## src/rtl/fetch_stage_if.sv

```systemverilog
// rtl/fetch_stage_if.sv - fetch stage bus: imem request/response, decode handshake, redirect
// Purpose: bundles every handshake/bus signal of the fetch stage.
// Ports (signals):
//   imem_req_valid/ready/addr   request channel toward instruction memory
//   imem_rsp_valid/data         in-order response channel from instruction memory
//   d_valid/ready/pc/instr      {pc, instr} channel toward decode
//   redirect_valid/pc           flush and restart request from execute
// Modports: master = fetch stage side, slave = environment side.
interface fetch_stage_if #(
  parameter int XLEN = 32
) ();
  logic            imem_req_valid;
  logic            imem_req_ready;
  logic [XLEN-1:0] imem_req_addr;
  logic            imem_rsp_valid;
  logic [31:0]     imem_rsp_data;
  logic            d_valid;
  logic            d_ready;
  logic [XLEN-1:0] d_pc;
  logic [31:0]     d_instr;
  logic            redirect_valid;
  logic [XLEN-1:0] redirect_pc;

  modport master (
    output imem_req_valid, imem_req_addr, d_valid, d_pc, d_instr,
    input  imem_req_ready, imem_rsp_valid, imem_rsp_data, d_ready,
           redirect_valid, redirect_pc
  );

  modport slave (
    input  imem_req_valid, imem_req_addr, d_valid, d_pc, d_instr,
    output imem_req_ready, imem_rsp_valid, imem_rsp_data, d_ready,
           redirect_valid, redirect_pc
  );
endinterface

```

## src/rtl/fetch_stage.sv

```systemverilog
// rtl/fetch_stage.sv - sequential instruction fetch with in-order buffer and redirect flush
// Purpose: issues word-aligned sequential fetches, buffers up to FIFO_DEPTH in-flight or
//   fetched instructions, hands {pc, instr} to decode, and on redirect restarts at a new PC
//   while dropping responses that belong to the flushed requests.
// Ports:
//   clk   rising-edge clock
//   rst   asynchronous active-high reset
//   bus   fetch_stage_if.master (imem request/response, decode handshake, redirect)
module fetch_stage #(
  parameter int              XLEN       = 32,
  parameter int              FIFO_DEPTH = 4,
  parameter logic [XLEN-1:0] RESET_PC   = '0
) (
  input logic           clk,
  input logic           rst,
  fetch_stage_if.master bus
);
  localparam int PW = $clog2(FIFO_DEPTH);
  localparam int CW = PW + 1;
  // Stale responses can pile up over back-to-back redirects with a slow memory.
  localparam int DW = 16;

  logic [XLEN-1:0] pc_q, pc_d;
  logic [PW-1:0]   alloc_q, alloc_d;
  logic [PW-1:0]   fill_q, fill_d;
  logic [PW-1:0]   head_q, head_d;
  logic [CW-1:0]   used_q, used_d;   // allocated, not yet popped
  logic [CW-1:0]   pend_q, pend_d;   // allocated, not yet filled
  logic [DW-1:0]   discard_q, discard_d;
  logic [XLEN-1:0] pc_buf_q [FIFO_DEPTH];
  logic [XLEN-1:0] pc_buf_d [FIFO_DEPTH];
  logic [31:0]     instr_buf_q [FIFO_DEPTH];
  logic [31:0]     instr_buf_d [FIFO_DEPTH];

  logic full;
  logic req_fire;
  logic rsp_drop;
  logic rsp_fill;
  logic pop;

  assign full               = (used_q == CW'(FIFO_DEPTH));
  assign bus.imem_req_valid = !rst && !full && !bus.redirect_valid;
  assign bus.imem_req_addr  = pc_q;
  // Entries fill in allocation order, so the head is filled whenever any entry is filled.
  assign bus.d_valid        = (used_q != pend_q) && !bus.redirect_valid;
  assign bus.d_pc           = pc_buf_q[head_q];
  assign bus.d_instr        = instr_buf_q[head_q];

  assign req_fire = bus.imem_req_valid && bus.imem_req_ready;
  assign rsp_drop = bus.imem_rsp_valid && (discard_q != '0);
  // A response with nothing waiting for it is a protocol violation and is ignored.
  assign rsp_fill = bus.imem_rsp_valid && (discard_q == '0) && (pend_q != '0);
  assign pop      = bus.d_valid && bus.d_ready;

  always_comb begin
    pc_d        = pc_q;
    alloc_d     = alloc_q;
    fill_d      = fill_q;
    head_d      = head_q;
    used_d      = used_q;
    pend_d      = pend_q;
    discard_d   = discard_q;
    pc_buf_d    = pc_buf_q;
    instr_buf_d = instr_buf_q;

    if (bus.redirect_valid) begin
      pc_d    = bus.redirect_pc & ~XLEN'(3);
      alloc_d = '0;
      fill_d  = '0;
      head_d  = '0;
      used_d  = '0;
      pend_d  = '0;
      // Every unfilled entry still has a response coming; this cycle's response is consumed now.
      discard_d = discard_q + DW'(pend_q) - DW'(rsp_drop || rsp_fill);
    end else begin
      if (req_fire) begin
        pc_buf_d[alloc_q] = pc_q;
        alloc_d           = alloc_q + PW'(1);
        pc_d              = pc_q + XLEN'(4);
      end
      if (rsp_drop) begin
        discard_d = discard_q - DW'(1);
      end
      if (rsp_fill) begin
        instr_buf_d[fill_q] = bus.imem_rsp_data;
        fill_d              = fill_q + PW'(1);
      end
      if (pop) begin
        head_d = head_q + PW'(1);
      end
      used_d = used_q + CW'(req_fire) - CW'(pop);
      pend_d = pend_q + CW'(req_fire) - CW'(rsp_fill);
    end
  end

  always_ff @(posedge clk or posedge rst) begin
    if (rst) begin
      pc_q      <= RESET_PC;
      alloc_q   <= '0;
      fill_q    <= '0;
      head_q    <= '0;
      used_q    <= '0;
      pend_q    <= '0;
      discard_q <= '0;
      for (int i = 0; i < FIFO_DEPTH; i++) begin
        pc_buf_q[i]    <= '0;
        instr_buf_q[i] <= '0;
      end
    end else begin
      pc_q        <= pc_d;
      alloc_q     <= alloc_d;
      fill_q      <= fill_d;
      head_q      <= head_d;
      used_q      <= used_d;
      pend_q      <= pend_d;
      discard_q   <= discard_d;
      pc_buf_q    <= pc_buf_d;
      instr_buf_q <= instr_buf_d;
    end
  end
endmodule

```

## src/flat_wrapper.sv

```systemverilog
// flat-port wrapper written by rule: the top's interface ports become plain ports
module fetch_stage_flat 
#(
  parameter int              XLEN       = 32,
  parameter int              FIFO_DEPTH = 4,
  parameter logic [XLEN-1:0] RESET_PC   = '0
)
  (clk, rst, bus_imem_req_valid, bus_imem_req_addr, bus_d_valid, bus_d_pc, bus_d_instr, bus_imem_req_ready, bus_imem_rsp_valid, bus_imem_rsp_data, bus_d_ready, bus_redirect_valid, bus_redirect_pc);
  fetch_stage_if #(.XLEN(XLEN)) bus_i ();
  input logic clk;
  input logic rst;
  output wire logic [$bits(bus_i.imem_req_valid)-1:0] bus_imem_req_valid;
  output wire logic [$bits(bus_i.imem_req_addr)-1:0] bus_imem_req_addr;
  output wire logic [$bits(bus_i.d_valid)-1:0] bus_d_valid;
  output wire logic [$bits(bus_i.d_pc)-1:0] bus_d_pc;
  output wire logic [$bits(bus_i.d_instr)-1:0] bus_d_instr;
  input wire logic [$bits(bus_i.imem_req_ready)-1:0] bus_imem_req_ready;
  input wire logic [$bits(bus_i.imem_rsp_valid)-1:0] bus_imem_rsp_valid;
  input wire logic [$bits(bus_i.imem_rsp_data)-1:0] bus_imem_rsp_data;
  input wire logic [$bits(bus_i.d_ready)-1:0] bus_d_ready;
  input wire logic [$bits(bus_i.redirect_valid)-1:0] bus_redirect_valid;
  input wire logic [$bits(bus_i.redirect_pc)-1:0] bus_redirect_pc;
  assign bus_imem_req_valid = bus_i.imem_req_valid;
  assign bus_imem_req_addr = bus_i.imem_req_addr;
  assign bus_d_valid = bus_i.d_valid;
  assign bus_d_pc = bus_i.d_pc;
  assign bus_d_instr = bus_i.d_instr;
  assign bus_i.imem_req_ready = bus_imem_req_ready;
  assign bus_i.imem_rsp_valid = bus_imem_rsp_valid;
  assign bus_i.imem_rsp_data = bus_imem_rsp_data;
  assign bus_i.d_ready = bus_d_ready;
  assign bus_i.redirect_valid = bus_redirect_valid;
  assign bus_i.redirect_pc = bus_redirect_pc;
  fetch_stage #(.XLEN(XLEN), .FIFO_DEPTH(FIFO_DEPTH), .RESET_PC(RESET_PC)) u_core (.clk(clk), .rst(rst), .bus(bus_i));
endmodule
```

## config.mk

```make
export PLATFORM = sky130hd
export DESIGN_NAME = fetch_stage_flat
export DESIGN_NICKNAME = d
export VERILOG_FILES = /design/src/rtl/fetch_stage_if.sv /design/src/rtl/fetch_stage.sv /design/src/flat_wrapper.sv
export SDC_FILE = /design/constraint.sdc
export NUM_CORES = 1
export LEC_CHECK = 0
export BUFFER_PORTS_ARGS = -buffer_cell sky130_fd_sc_hd__buf_2
export CAP_MARGIN = 20
export CELL_PAD_IN_SITES_DETAIL_PLACEMENT = 1
export CELL_PAD_IN_SITES_GLOBAL_PLACEMENT = 2
export CORE_AREA = 2 2 254 181
export CTS_CLUSTER_DIAMETER = 50
export DETAILED_ROUTE_END_ITERATION = 16
export DIE_AREA = 0 0 256 183
export HOLD_SLACK_MARGIN = 0.02
export PLACE_DENSITY_LB_ADDON = 0.2
export SLEW_MARGIN = 20
export SYNTH_ARGS = -nofsm -noshare
export SYNTH_HDL_FRONTEND = slang
export SYNTH_SLANG_ARGS = --single-unit
```

## constraint.sdc

```tcl
create_clock -name clk -period 15.1 [get_ports clk]
set_input_delay 3.02 -clock clk [delete_from_list [all_inputs] [get_ports clk]]
set_output_delay 3.02 -clock clk [all_outputs]
set_load 0.01 [all_outputs]
```

==> reports/summary.txt <==
Avg Cell Area, Syn - 13.1 um^2
Initial Utilization - 0.347
Post-Synth XOR/XNOR Area - 0.0187
DR vias/cell - 5.10
Worst setup EP type - output pin
Result of the run - completed
Sequential cell area fraction in the yosys report - 0.497
First drt pass iteration count - 4
Complex-gate fraction of the synthesized area - 0.0589
Crit path max fanout - 95
Area growth syn-to-layout - 15.9%
WHS Endpoint - u_core.pc_buf_q[63]$_DFFE_PP0P_
RSZ-0062 raised after global routing - no
Die area - 46800 um^2
Setup Skew - 0.0335 ns
DR vias - 9935
Fmax - 140 MHz
Site row count - 65
R2r startpoint - u_core.discard_q[6]$_DFFE_PP0P_
Clock Latency Late Sink - 0.54 ns
Initial DRC count - 476
Setup Buffers After CTS - 0
Initial antenna violation count - 0
Setup ws final - 7.97 ns
Dominant synthesized flop cell - dfrtp_1
Tmin final - 7.13 ns
Fillers - 4715
Vias in the first global route - 10800
Worst Path Arrival - 4.11 ns
Setup TNS - 0 ns
Reg2Reg Setup Slack - 10.98 ns
Synth Warn # - 0
Reg2Reg Depth - 17
Finish-stage setup viols - 0
Commonest cells in the netlist - dfrtp_1, mux2_2, nand2_1
Cell taking the most area after synthesis - dfrtp_1
Synth Register Bits - 306
First-pass GRT wire length - 64700 um
Die height - 183 um
Max clock buf depth - 3
CTS root buf - clkbuf_16
Hold path startpoint - u_core.pc_buf_q[63]$_DFFE_PP0P_
Reg2reg end - u_core.discard_q[10]$_DFFE_PP0P_
Share of layout cells above drive strength 1 - 0.372
Period utilisation layout - 0.472
Final WL - 40500 um
Largest family of logic cells by synthesized area - multiplexers
DRC violations left - 0
Synthesized cell area - 15400 um^2
Peak supply drop - 0.0648 mV
GRT Overall Usage - 0.176
Post-Synth Simple-Gate Area - 0.0694
Adder-cell area share of the yosys netlist - 0.0445
Post-synthesis cell type count - 68
Pin count of the biggest net entering global routing - 96
Max-slew headroom - 0.302
Synth Instances - 1179
CTS sink cnt - 306
PD cells - 162 nW/um^2
Final Power - 2.89 mW
Hold path cells - 2
Final hold vios - 0
I/O pin total - 168
Synth area leaders - dfrtp_1, mux2_2, mux4_2
Htree depth - 2
Pre-CTS setup slack - 7.92 ns
Net count, final - 1444
Mux cell area share after synthesis - 0.270
Gpl congestion - 0.739
Crit path kind - in -> out
Max Cap Violations - 0
Post-synthesis async set-or-reset flop share - 1.00
Worst Max-Slew Pin Slew - 1.04 ns
IO Port Bufs - 161
Post-synth EDFFs - 0
Non-filler cells, final - 1949
Wirelength per Cell - 20.8 um
Num CTS Buffers - 38
CTS clk-pin slew, worst paths - 0.06 ns
Top-count cell post-synth - dfrtp_1
Die X - 256 um
Post-DP HPWL - 26400 um
Top-area cell type share of the netlist area - 0.497
Crit path launch type - input port
Static leakage - 8.51 nW
CTS tree - built
Hold bufs inserted after CTS - 0
Ant. Diodes - 0
Core Footprint - 44500 um^2
Inst Count DP - 1884
Post-cts sizing count - 0
WP data required - 12.08 ns
Gr ovfl total - 0
Post-route ant nets - 0
Fin. max-slew vios - 0
Worst min-delay path class - reg -> reg
==> layer usage <==
metal / routed length [um] / track usage / vias to the layer above
met1: 19400 / 0.246 / 5182
met2: 19000 / 0.287 / 139
met4: 610 / 0.0363 / 0
met5: 0 / 0 / -
li1: - / - / 4566
met3: 1400 / 0.0319 / 48
==> report_power, final <==
| part | leakage [nW] | internal [mW] | switching, mW |
|---|---|---|---|
| Sequential | 4.09 | 0.953 | 0.130 |
| Combinational | 3.85 | 0.439 | 0.497 |
| Clock | 0.571 | 0.509 | 0.362 |
| Total | 8.51 | 1.90 | 0.989 |
==> cell usage in the layout, fill, tap and decap left out, types with 5 or more instances in the layout <==
master,netlist,final
dfrtp_1,306,304
mux2_2,190,190
buf_2,25,161
nand2_1,77,73
mux4_2,62,62
inv_1,52,51
mux2_1,50,50
ha_1,50,50
clkbuf_16,0,39
nor2_1,38,38
o21ai_0,35,35
xnor2_1,29,29
nand3_1,23,23
a21oi_1,23,23
buf_4,10,14
nor2b_1,12,12
o311ai_0,13,12
a31oi_1,11,11
nand4_1,9,9
o211ai_1,9,9
nor3_1,9,9
clkbuf_1,25,9
and2_1,7,7
nand2b_1,7,7
a221o_1,7,7
mux2i_1,6,6
nand2_2,1,5
and3_1,5,5
or3_1,5,5
o31ai_1,5,5
==> layout make-up <==
cell class	count	area, um^2	share of cell area
Clock buffer	51	1050	0.0588
Clock inverter	14	128	0.00714
Inverter	54	210	0.0118
Multi-Input combinational cell	745	7140	0.399
Sequential cell	306	7660	0.429
Tap cell	603	754	0.0422
Timing Repair Buffer	176	922	0.0516
==> worst max-delay path by stage <==
stage               from            endpoint  slack [ns]  cells past startpoint
floorplan            rst  bus_imem_req_valid        1.85                      2
global placement     rst  bus_imem_req_valid        7.92                      4
detailed placement   rst  bus_imem_req_valid        7.92                      4
CTS                  rst  bus_imem_req_valid        7.92                      4
global route         rst  bus_imem_req_valid        7.84                      4
finish               rst  bus_imem_req_valid        7.97                      4
==> state kept, by name, summed over array words and instances, names as in the netlist <==
signal	flops
u_core.pc_buf_q	120
u_core.discard_q	16
u_core.used_q	3
u_core.instr_buf_q	128
u_core.fill_q	2
u_core.pend_q	3
u_core.bus.imem_req_addr	30
u_core.alloc_q	2
u_core.head_q	2
==> kinds of logic after synthesis <==
group	after synthesis
adders and majority gates	53
other	1
and+or+nand+nor	215
buffers and inverters	131
muxes	308
xor gates and xnor gates	33
AOI/OAI and AO/OA	132
DFF	306
==> stage by stage <==
step / area (um^2) / hold WS (ns) / util
6_report: 17900 / 0.478 / 0.402
5_1_grt: 17900 / 0.498 / 0.402
4_1_cts: 17900 / 0.480 / 0.402
3_5_place_dp: 16700 / 0.466 / 0.375
3_3_place_gp: 16700 / 0.458 / 0.375
2_1_floorplan: 15400 / 0.445 / -
==> worst max-delay path: stages <==
cell and delay (ns):
buf_2 0.13, inv_8 0.43, and3_1 0.29, buf_2 0.14
No activity file was read; power rests on OpenSTA's default activity.
